[src/rtl/dc_removal_mc_if.sv]
// Sample stream bundle for dc_removal_mc: tagged ADC input samples and DC-corrected output samples.
interface dc_removal_mc_if #(
    parameter int unsigned DATA_WIDTH = 12,
    parameter int unsigned CH_W       = 1
);
    logic                         in_valid;
    logic [CH_W-1:0]              in_ch;
    logic [DATA_WIDTH-1:0]        data_in;
    logic                         out_valid;
    logic [CH_W-1:0]              out_ch;
    logic signed [DATA_WIDTH:0]   data_out;
    logic [DATA_WIDTH-1:0]        dc_est;

    modport master (
        output in_valid, in_ch, data_in,
        input  out_valid, out_ch, data_out, dc_est
    );

    modport slave (
        input  in_valid, in_ch, data_in,
        output out_valid, out_ch, data_out, dc_est
    );
endinterface

[src/rtl/dc_removal_mc.sv]
// Multi-channel DC remover: per-channel block-average or leaky-integrator DC estimate,
// subtracted from each time-multiplexed ADC sample with one cycle of latency.
module dc_removal_mc #(
    parameter int unsigned DATA_WIDTH  = 12,
    parameter int unsigned NUM_CH      = 2,
    parameter int unsigned LOG2_WINDOW = 10,
    parameter int unsigned IIR_SHIFT   = 8
) (
    input  logic              adc_clk,
    input  logic              rst_n,
    input  logic              stable,
    input  logic              mode,
    dc_removal_mc_if.slave    bus,
    output logic [NUM_CH-1:0] ch_ready
);
    localparam int unsigned CH_W = (NUM_CH > 1) ? $clog2(NUM_CH) : 1;
    localparam int unsigned AW   = DATA_WIDTH + LOG2_WINDOW;
    localparam int unsigned IW   = DATA_WIDTH + IIR_SHIFT;
    localparam logic [CH_W:0] NUM_CH_L = (CH_W + 1)'(NUM_CH);

    typedef enum logic [1:0] {IDLE, ACQ, RUN} state_t;

    state_t                   state_q;
    logic                     mode_q;
    logic [AW-1:0]            acc_q  [NUM_CH];
    logic [LOG2_WINDOW-1:0]   cnt_q  [NUM_CH];
    logic [IW-1:0]            iacc_q [NUM_CH];
    logic [DATA_WIDTH-1:0]    est_q  [NUM_CH];
    logic [NUM_CH-1:0]        ch_ready_q;

    logic                     out_valid_q;
    logic [CH_W-1:0]          out_ch_q;
    logic signed [DATA_WIDTH:0] data_out_q;
    logic [DATA_WIDTH-1:0]    dc_est_q;

    logic                     accept;
    logic [CH_W-1:0]          ch;
    logic                     eff_mode;
    logic [DATA_WIDTH-1:0]    dc_est_d;
    logic signed [DATA_WIDTH:0] data_out_d;
    logic [AW-1:0]            acc_sum;
    logic [IW-1:0]            iacc_d;

    // In IDLE the mode input is used directly so a sample in the acquire cycle sees the mode being latched.
    always_comb begin
        ch       = bus.in_ch;
        accept   = bus.in_valid && stable && ({1'b0, bus.in_ch} < NUM_CH_L);
        eff_mode = (state_q == IDLE) ? mode : mode_q;
        acc_sum  = '0;
        iacc_d   = '0;
        dc_est_d = '0;
        if (accept) begin
            acc_sum  = acc_q[ch] + AW'(bus.data_in);
            iacc_d   = iacc_q[ch] + IW'(bus.data_in) - (iacc_q[ch] >> IIR_SHIFT);
            dc_est_d = eff_mode ? iacc_q[ch][IW-1 -: DATA_WIDTH] : est_q[ch];
        end
        data_out_d = $signed({1'b0, bus.data_in}) - $signed({1'b0, dc_est_d});
    end

    always_ff @(posedge adc_clk) begin
        if (!rst_n || !stable) begin
            state_q     <= IDLE;
            out_valid_q <= 1'b0;
            ch_ready_q  <= '0;
            for (int unsigned i = 0; i < NUM_CH; i++) begin
                acc_q[i]  <= '0;
                cnt_q[i]  <= '0;
                iacc_q[i] <= '0;
                est_q[i]  <= '0;
            end
            if (!rst_n) begin
                mode_q     <= 1'b0;
                out_ch_q   <= '0;
                data_out_q <= '0;
                dc_est_q   <= '0;
            end
        end else begin
            out_valid_q <= accept && ch_ready_q[ch];
            case (state_q)
                IDLE: begin
                    mode_q  <= mode;
                    state_q <= ACQ;
                end
                ACQ: begin
                    if (&ch_ready_q) state_q <= RUN;
                end
                default: ;
            endcase

            if (accept) begin
                if (ch_ready_q[ch]) begin
                    out_ch_q   <= ch;
                    data_out_q <= data_out_d;
                    dc_est_q   <= dc_est_d;
                end
                if (eff_mode) begin
                    if (!ch_ready_q[ch]) begin
                        iacc_q[ch]     <= IW'(bus.data_in) << IIR_SHIFT;
                        ch_ready_q[ch] <= 1'b1;
                    end else begin
                        iacc_q[ch] <= iacc_d;
                    end
                end else if (&cnt_q[ch]) begin
                    est_q[ch]      <= acc_sum[AW-1 -: DATA_WIDTH];
                    acc_q[ch]      <= '0;
                    cnt_q[ch]      <= '0;
                    ch_ready_q[ch] <= 1'b1;
                end else begin
                    acc_q[ch] <= acc_sum;
                    cnt_q[ch] <= cnt_q[ch] + 1'b1;
                end
            end
        end
    end

    assign bus.out_valid = out_valid_q;
    assign bus.out_ch    = out_ch_q;
    assign bus.data_out  = data_out_q;
    assign bus.dc_est    = dc_est_q;
    assign ch_ready      = ch_ready_q;
endmodule

[src/flat_wrapper.sv]
// flat-port wrapper written by rule: the top's interface ports become plain ports
module dc_removal_mc_flat 
#(
    parameter int unsigned DATA_WIDTH  = 12,
    parameter int unsigned NUM_CH      = 2,
    parameter int unsigned LOG2_WINDOW = 10,
    parameter int unsigned IIR_SHIFT   = 8
)
  (adc_clk, rst_n, stable, mode, ch_ready, bus_in_valid, bus_in_ch, bus_data_in, bus_out_valid, bus_out_ch, bus_data_out, bus_dc_est);
  dc_removal_mc_if #(.DATA_WIDTH(DATA_WIDTH)) bus_i ();
  input  logic adc_clk;
  input  logic rst_n;
  input  logic stable;
  input  logic mode;
  output logic [NUM_CH-1:0] ch_ready;
  input wire logic [$bits(bus_i.in_valid)-1:0] bus_in_valid;
  input wire logic [$bits(bus_i.in_ch)-1:0] bus_in_ch;
  input wire logic [$bits(bus_i.data_in)-1:0] bus_data_in;
  output wire logic [$bits(bus_i.out_valid)-1:0] bus_out_valid;
  output wire logic [$bits(bus_i.out_ch)-1:0] bus_out_ch;
  output wire logic [$bits(bus_i.data_out)-1:0] bus_data_out;
  output wire logic [$bits(bus_i.dc_est)-1:0] bus_dc_est;
  assign bus_i.in_valid = bus_in_valid;
  assign bus_i.in_ch = bus_in_ch;
  assign bus_i.data_in = bus_data_in;
  assign bus_out_valid = bus_i.out_valid;
  assign bus_out_ch = bus_i.out_ch;
  assign bus_data_out = bus_i.data_out;
  assign bus_dc_est = bus_i.dc_est;
  dc_removal_mc #(.DATA_WIDTH(DATA_WIDTH), .NUM_CH(NUM_CH), .LOG2_WINDOW(LOG2_WINDOW), .IIR_SHIFT(IIR_SHIFT)) u_core (.adc_clk(adc_clk), .rst_n(rst_n), .stable(stable), .mode(mode), .bus(bus_i), .ch_ready(ch_ready));
endmodule
[config.mk]
export PLATFORM = sky130hd
export DESIGN_NAME = dc_removal_mc_flat
export DESIGN_NICKNAME = d
export VERILOG_FILES = /design/src/rtl/dc_removal_mc_if.sv /design/src/rtl/dc_removal_mc.sv /design/src/flat_wrapper.sv
export SDC_FILE = /design/constraint.sdc
export NUM_CORES = 1
export LEC_CHECK = 0
export BUFFER_PORTS_ARGS = -buffer_cell sky130_fd_sc_hd__buf_2
export CAP_MARGIN = 20
export CORE_MARGIN = 2
export CORE_UTILIZATION = 55
export CTS_CLUSTER_SIZE = 40
export DETAILED_ROUTE_END_ITERATION = 16
export GPL_ROUTABILITY_DRIVEN = 0
export HOLD_SLACK_MARGIN = 0.06
export PLACE_DENSITY = 0.74
export SLEW_MARGIN = 10
export SYNTH_ARGS = -nofsm -noshare
export SYNTH_HDL_FRONTEND = slang
export SYNTH_SLANG_ARGS = --single-unit
[constraint.sdc]
create_clock -name adc_clk -period 5.2 [get_ports adc_clk]
set_input_delay 1.04 -clock adc_clk [delete_from_list [all_inputs] [get_ports adc_clk]]
set_output_delay 1.04 -clock adc_clk [all_outputs]
set_load 0.1 [all_outputs]
======== After elaboration in Yosys (flattened, before gate mapping) ========
Memories as Yosys holds them, arrays and structs flattened.
Cells that the tools add are included.
storage, ports and cells
  bits in registers ....................... 32
  bits in writable memories ............... 128
  input port bits ......................... 18
  output and inout port bits .............. 29
  word-level logic and storage cells ...... 110
  memories ................................ 4
cells by class
  $add $sub $neg .......................... 5
  order comparisons ....................... 2
  equality and inequality tests ........... 4
  mux-type cells .......................... 64
  bitwise operators ....................... 4
  reductions and logical operators ........ 20
memory list
  name           words  bits a word  rd ports  clocked after Yosys merged registers in  wr ports  line                 RTL
  u_core.acc_q   2      22           1         0                                        2         dc_removal_mc.sv:25  logic [AW-1:0] acc_q [NUM_CH];
  u_core.iacc_q  2      20           1         0                                        2         dc_removal_mc.sv:27  logic [IW-1:0] iacc_q [NUM_CH];
  u_core.est_q   2      12           1         0                                        2         dc_removal_mc.sv:28  logic [DATA_WIDTH-1:0] est_q [NUM_CH];
  u_core.cnt_q   2      10           1         0                                        2         dc_removal_mc.sv:26  logic [LOG2_WINDOW-1:0] cnt_q [NUM_CH];
operator list
  kind                                            number
  2-to-1 mux 12 bit                               7
  2-to-1 mux 22 bit                               3
  2-to-1 mux 20 bit                               3
  2-to-1 mux 13 bit                               4
  2-to-1 mux 1 bit                                39
  adder 22 x 12 -> 22 bit                         1
  OR reduction 22 bit                             1
  adder 20 x 12 -> 20 bit                         1
  2-to-1 mux 10 bit                               2
  OR reduction 20 bit                             1
  subtractor 20 x 12 -> 20 bit                    1
  subtractor 12 x 12 -> 13 bit                    1
  OR reduction 12 bit                             1
  adder 10 x 1 -> 10 bit (second input constant)  1
  AND reduction 10 bit                            1
  OR reduction 10 bit                             1
  2-to-1 mux 2 bit                                4
  nonzero test 2 bit                              4
  AND reduction 3 bit                             2
  inequality test 2 bit (second input constant)   2
  case mux 2 bit (2 select lines)                 1
  AND reduction 2 bit                             2
  logical AND 1 bit                               3
  OR 1 bit                                        3
  9 further kinds                                 10

======== Longest topological paths before layout ========
Gate-level depths: netlist of the first run.
  depth after elaboration ................. 10
  depth in mapped cells ................... 17
  gate-level depth less buffers ........... 13

======== Least setup slack after synthesis of the first run ========
OpenSTA, ideal clock, no wires.
  path type ............................... input -> register
  start ................................... in bus_in_ch
  end ..................................... mem u_core.iacc_q[1][12] (netlist bit) (data pin)
  arrival time ............................ 4.263 ns
  required time ........................... 4.916 ns
  setup slack ............................. 0.653 ns
  stages .................................. 15
  buffers on the path ..................... 5
  cells stage by stage .................... buf_4 > buf_2 > buf_2 > buf_2 > buf_2 > mux2i_1 > fa_1 > inv_1 > ha_1 > o211ai_1 > a21oi_1 > o21ai_0 > a21oi_1 > a2111oi_0 > o32ai_1
RTL lines
  item             line                 RTL
  start, declared  flat_wrapper.sv:17   input wire logic [$bits(bus_i.in_ch)-1:0] bus_in_ch;
  end, declared    dc_removal_mc.sv:27

==> impl_metrics.yaml, run 1 <==
grt:
  overflow: 0
  grt_pass1_vias: 7300
  grt_pass1_wl_mm: 38.8
  track_usage_pct: 25.9
  antenna_found_initial: 2
  grt_max_degree: 53
placed_design:
  portBuffers: 46
  hpwl_mm: 17.0
worst_hold_path:
  min_path_type: "flip-flop to flip-flop"
timing:
  rsz0062_at_grt: "no"
  whs_ns: 0.563
  max_slew_margin_pct: 28.9
  finalSetupViolCount: 0
  clock_skew_ns: 0.0107
  finalCriticalPeriod_ns: 4.31
  slew_viol_final: 0
  fin_setup_tns_ns: 0
  hold_viol: 0
  clock.fmax_ghz: 0.232
  tightest_slew_ns: 1.07
  finalCritPeriodShare_pct: 82.8
synth:
  synth_edf_count: 155
  synthTopCellsByArea: "edfxtp_1, ha_1, nor2_1, mux2i_1, mux2_2"
  synth_commonest_cells: "edfxtp_1, nor2_1, inv_1, nand2_1, a21oi_1"
  synth_nets: 1035
  syn-cell-area_sq_mm: 0.00992
  synth.most_common_cell: "edfxtp_1"
  synth.distinct_cells: 62
  synth_cells: 958
  synthFlopType: "edfxtp_1"
  avgSynthCellArea_sq_um: 10.4
  synthArstFlopShare_pct: 0
  yosysTopAreaCell: "edfxtp_1"
  ys_seq_elements: 160
  ys_seq_area_share_pct: 47.9
  synth_top_area_share_pct: 46.9
  yosysWarnings: 0
cts:
  cts_setup_buffers: 0
  hold_buffers: 0
  numCtsBuffers: 17
  cts.sink_count: 160
  clkSlewWorstSetupHoldPaths_ns: 0.07
  max-clock-path-buffers: 2
  worstSkewPairLatency_ns: 0.43
  cts_tree: "yes"
  cts_resized: 0
  cts-htree-levels: 4
  cts_root_buffer: "clkbuf_16"
setup_path:
  slowest_delay_ns: 0.82
  cp_data_arrival_time_ns: 4.48
  required_ns: 5.38
  cp_max_fo: 29
  cpMaxStageDelayCell: "o31ai_1"
  cp-start-kind: "input pin"
  cp_top_family: "compound AO/OA/AOI/OAI gates"
  cp.buffers_inverters: 2
  timing_worst_setup_path_type: "input pin to flip-flop"
  path_common_cell: "a21oi_1"
  crit_chain: "buf_4, mux2_2, fa_1, inv_1, ha_1, a21o_1, a21oi_1, a21oi_1, o31ai_1, or4_1, nand3_1"
  crit_path_end_kind: "flip-flop"
floorplanning:
  die-area_sq_mm: 0.0191
  die_x_um: 138
  io_pins: 47
  num_rows: 49
  coreArea_sq_mm: 0.0178
  die_h_um: 138
  start_util_pct: 55.6
job:
  drv_cap: 0
power:
  p_per_area_mw_per_mm2: 326
  power_leakage_uw: 0.00450
  vdd_drop_max_mv: 0.279
  power_uw: 3580
cells_and_area:
  final_util_pct: 61.6
  final_nets: 1071
  final.fill_count: 1444
  multi_input_area_sq_mm: 0.00474
  synthToLayoutAreaGrowth_pct: 10.8
  layout-drive-gt1-share_pct: 12.3
  seqCellArea_sq_mm: 0.00475
detailed_routing:
  first_iter_violations: 806
  antenna_left: 0
  wire_per_inst_um: 19.7
  routed_via_density: 6.15
  first_pass_iters: 6
  routed_wirelength_mm: 24.4
  vias: 7606
  drc: 0
outcome:
  status: "finished, final reports clean"
final cells by class:
class | instances | area share, %
Clock buffer | 17 | 3.87
Sequential cell | 160 | 43.3
Inverter | 65 | 2.22
Timing Repair Buffer | 57 | 3.17
Multi-Input combinational cell | 693 | 43.1
Antenna cell | 1 | 0.0228
Clock inverter | 14 | 1.72
Tap cell | 229 | 2.61
per-stage QoR:
stage | instances | instance area (sq um) | setup slack [ns]
2_1_floorplan | 958 | 9920 | 0.653
6_report | 1236 | 11000 | 0.895
4_1_cts | 1234 | 11000 | 0.941
3_3_place_gp | 1203 | 10300 | 0.510
5_1_grt | 1235 | 11000 | 0.637
3_5_place_dp | 1203 | 10300 | 0.500
worst register-to-register path: stages, from the launching register on:
cell,delay [ns]
dfxtp_1,0.34
o21ai_1,0.27
and2_1,0.89
nand2_1,0.32
o211ai_1,0.31
inv_1,0.12
fa_1,0.43
nor2b_1,0.17
o21a_1,0.18
o21ai_0,0.15
a211o_1,0.33
a21oi_1,0.13
a2111oi_0,0.08
registers in the layout (all words and copies together) (netlist names), 2 cells and up:
name	flops
u_core.acc_q	44
u_core.bus.data_out	13
u_core.bus.dc_est	12
u_core.ch_ready	2
u_core.cnt_q	20
u_core.est_q	24
u_core.iacc_q	40
u_core.state_q	2
cells by family after synthesis:
group	after synthesis	synth area share [%]
buffers and inverters	105	4.35
adder cells (fa/ha/maj)	59	8.50
AO/OA/AOI/OAI	190	12.6
AND/OR/NAND/NOR	343	16.6
XOR/XNOR	38	3.35
multiplexers	63	6.67
flip-flops	160	47.9
report_power, final:
part	switching, uW	internal, uW
Combinational	516	246
Sequential	22.1	1480
Clock	552	771
Total	1090	2490
metal layers:
layer | share of wire [%] | GRT usage (%) | vias up
met3 | 8.2 | 5.40 | 51
met2 | 46 | 41.3 | 317
met4 | 2.7 | 9.77 | 4
li1 | - | - | 3577
met1 | 43 | 35.1 | 3657
met5 | 0.10 | 0 | -
worst paths after layout:
check	cells after the start	from	slack [ns]	endpoint
setup reg to reg	12	u_core.state_q[1]	1.24	u_core.bus.data_out[12]
hold / removal	2	u_core.state_q[1]	0.56	u_core.state_q[0]
setup / recovery	11	bus_in_ch	0.89	u_core.iacc_q[1][15]
hold reg to reg	2	u_core.state_q[1]	0.56	u_core.state_q[0]
cell usage in the layout, fill, tap and decap left out, types with 4 or more instances in the layout:
| master | count |
|---|---|
| mux2i_1 | 38 |
| buf_4 | 10 |
| xnor2_1 | 21 |
| a32o_1 | 4 |
| a211oi_1 | 6 |
| a31oi_1 | 9 |
| or3_1 | 4 |
| and2_1 | 7 |
| nand3_1 | 25 |
| nor4_1 | 6 |
| o211ai_1 | 26 |
| nor2b_1 | 13 |
| a211o_1 | 5 |
| a21oi_1 | 53 |
| nand2_1 | 64 |
| mux2_2 | 25 |
| and3_1 | 7 |
| nand3b_1 | 4 |
| and4_1 | 7 |
| inv_1 | 65 |
| nor2_1 | 141 |
| ha_1 | 45 |
| nand2b_1 | 8 |
| edfxtp_1 | 155 |
| buf_2 | 45 |
| nor3_1 | 27 |
| or4_1 | 7 |
| o21a_1 | 17 |
| clkbuf_16 | 17 |
| inv_6 | 6 |
| dfxtp_1 | 5 |
| nand4_1 | 7 |
| xor2_1 | 17 |
| nor3b_1 | 5 |
| o21ai_0 | 30 |
| a2111oi_0 | 4 |
| a21o_1 | 10 |
| fa_1 | 14 |
Power figures use the tool's default switching activity.
==> run 2, diff against run 1 <==
ABC_AREA = 1   (was default)
PLACE_DENSITY = 0.76   (was 0.74)
clock period = 3.54 ns   (was 5.2 ns; I/O delays follow)
==> run 2 against run 1 <==
Net effect:
- count of clock-buffer cells in the layout stayed put
- combinational power up 84%
- synthesized area up 3.4%
- critical path depth is 4 higher
- worst setup slack got worse by 0.66 ns
- critical path type unchanged
==> impl_metrics.yaml, run 2 <==
setup_path:
  timing_worst_setup_path_type: "input pin to flip-flop"
  r2r-end: "u_core.iacc_q[1][16]"
  crit_start: "bus_in_ch"
  cp_max_fo: 14
  r2r_start: "u_core.iacc_q[1][17]"
  crit_path_end_kind: "flip-flop"
  cp_data_arrival_time_ns: 3.49
  r2r.worst_path.cells: 15
  r2r_slack_ns: 0.42
  required_ns: 3.72
  cp-start-kind: "input pin"
floorplanning:
  start_util_pct: 56.5
  io_pins: 47
  die_x_um: 141
  die_h_um: 141
  die-area_sq_mm: 0.0198
  coreArea_sq_mm: 0.0181
  num_rows: 49
synth:
  synth_top_area_share_pct: 45.4
  synth.distinct_cells: 42
  yosysTopAreaCell: "edfxtp_1"
  synth_compound_gate_area_share_pct: 7.78
  synth_commonest_cells: "nand2_1, nor2_1, edfxtp_1, inv_1, nand3_1"
  syn-cell-area_sq_mm: 0.0103
  synthTopCellsByArea: "edfxtp_1, nand2_1, nor2_1, inv_1, ha_1"
  synth_top_family_by_area: "simple AND/OR/NAND/NOR gates"
  yosysWarnings: 0
  ys_seq_area_share_pct: 46.3
  synth_fa_ha_area_share_pct: 8.22
  ys_seq_elements: 160
  avgSynthCellArea_sq_um: 8.22
  yosys.area_share.simple_pct: 28.1
  synth_nets: 1325
  synth.most_common_cell: "nand2_1"
  synth_edf_count: 155
  synthFlopType: "edfxtp_1"
  yosys.area_share.xor_xnor_pct: 0.427
  synthMuxAreaShare_pct: 0.780
  synthArstFlopShare_pct: 0
  synth_cells: 1248
cells_and_area:
  layout_commonest_cell: "nand2_1"
  regMostFlops: "u_core.acc_q"
  most-common-layout-cells: "nand2_1, nor2_1, edfxtp_1"
  largest_reg_flops: 44
  final.fill_count: 1512
  final_nets: 1453
  synthToLayoutAreaGrowth_pct: 16.6
  diodes: 0
  top_regs: "u_core.acc_q: 44 flops, u_core.iacc_q: 40 flops, u_core.est_q: 24 flops"
  layout-drive-gt1-share_pct: 18.4
  final-instance-count-excl-fill: 1618
timing:
  max_slew_margin_pct: 55.2
  finalSetupViolCount: 0
  slew_viol_final: 0
  clock.fmax_ghz: 0.302
  finalCritPeriodShare_pct: 93.5
  fin_setup_tns_ns: 0
  rsz0062_at_grt: "no"
  hold_viol: 0
  tightest_slew_ns: 0.655
  finalCriticalPeriod_ns: 3.31
  clock_skew_ns: 0.0132
grt:
  overflow: 0
  grt_max_degree: 43
  grt_pass1_vias: 8750
  track_usage_pct: 28.1
  antenna_found_initial: 0
  grt_pass1_wl_mm: 43.1
cts:
  max-clock-path-buffers: 2
  cts.sink_count: 160
  worstSkewPairLatency_ns: 0.44
  cts_root_buffer: "clkbuf_16"
  numCtsBuffers: 17
  clkSlewWorstSetupHoldPaths_ns: 0.07
  hold_buffers: 0
  cts_tree: "yes"
  cts-htree-levels: 4
power:
  p_per_area_mw_per_mm2: 458
  power_leakage_uw: 0.00549
  vdd_drop_max_mv: 0.368
detailed_routing:
  wire_per_inst_um: 16.6
  drc: 0
  routed_via_density: 5.48
  vias: 8860
  first_pass_iters: 5
  routed_wirelength_mm: 26.8
  first_iter_violations: 810
  antenna_left: 0
placed_design:
  hpwl_mm: 19.5
  dp_cells: 1586
  portBuffers: 46
outcome:
  status: "finished, final reports clean"
worst_hold_path:
  min_from: "u_core.state_q[1]"
  hold_end: "u_core.state_q[1]"
  min_path_type: "flip-flop to flip-flop"
  holdPathStages: 2
job:
  drv_cap: 0
run 2: power by group:
| part | switching, uW | internal [uW] | leakage [uW] |
|---|---|---|---|
| registers | 24.7 | 2160 | 0.00175 |
| clock network | 833 | 1060 | 0.000291 |
| logic | 901 | 502 | 0.00345 |
| total | 1760 | 3730 | 0.00549 |
run 2: cell families (layout without fill, tap and decap cells):
| family | count (synthesis) | after routing |
|---|---|---|
| buf+inv | 198 | 339 |
| simple gates | 674 | 674 |
| xor+xnor | 5 | 5 |
| mux | 8 | 8 |
| fa+ha+maj | 59 | 59 |
| compound gates | 144 | 144 |
| flops | 160 | 160 |
run 2: layout make-up:
| cell class | count | area, sq um | area share (%) |
|---|---|---|---|
| Sequential cell | 160 | 4750 | 39.7 |
| Multi-Input combinational cell | 890 | 4700 | 39.3 |
| Timing Repair Buffer | 148 | 1030 | 8.64 |
| Inverter | 159 | 597 | 4.99 |
| Clock buffer | 17 | 425 | 3.56 |
| Tap cell | 229 | 287 | 2.39 |
| Clock inverter | 15 | 171 | 1.43 |
run 2: metrics by stage:
step	worst slack (ns)	hold slack [ns]	power (uW)	area, sq um	utilization (%)
6_report	0.231	0.528	5490	12000	65.9
5_1_grt	0.00614	0.554	5720	12000	65.9
4_1_cts	0.198	0.524	5470	12000	65.9
3_5_place_dp	-0.257	0.509	3600	11400	62.6
3_3_place_gp	-0.173	0.486	3570	11400	62.6
2_1_floorplan	0.00671	0.469	3140	10300	-
run 2: worst max path at each step:
| stage | to | depth (start not counted) | slack (ns) |
|---|---|---|---|
| CTS | u_core.iacc_q[1][17] | 18 | 0.20 |
| global placement | u_core.iacc_q[0][16] | 20 | -0.17 |
| floorplan | u_core.iacc_q[1][18] | 21 | 0.007 |
| detailed placement | u_core.iacc_q[1][17] | 18 | -0.26 |
| finish | u_core.iacc_q[0][10] | 15 | 0.23 |
| global route | u_core.iacc_q[0][16] | 17 | 0.006 |
run 2: what timing repair did:
item	CTS	global route
hold endpoints to repair	0	0
gates resized for setup	0	5
endpoints found under the setup margin	0	10
setup buffers	0	0
run 2: critical path: stages:
cell     delay (ns)
buf_2          0.14
inv_2          0.14
or2_2          0.30
o21ai_1        0.15
inv_1          0.14
fa_1           0.52
inv_1          0.04
ha_1           0.34
nand2_1        0.13
inv_1          0.05
a21oi_1        0.18
nand3_1        0.18
buf_4          0.18
o21ai_1        0.19
a21oi_1        0.09
run 2: routing by layer:
layer	GRT usage, %	wire, um	share of wire (%)	vias to the layer above
met2	48.3	13100	49	347
li1	-	-	-	4359
met3	4.93	1810	6.7	75
met1	34.2	10700	40	4079
met5	0	0	0	-
met4	14.1	1150	4.3	0
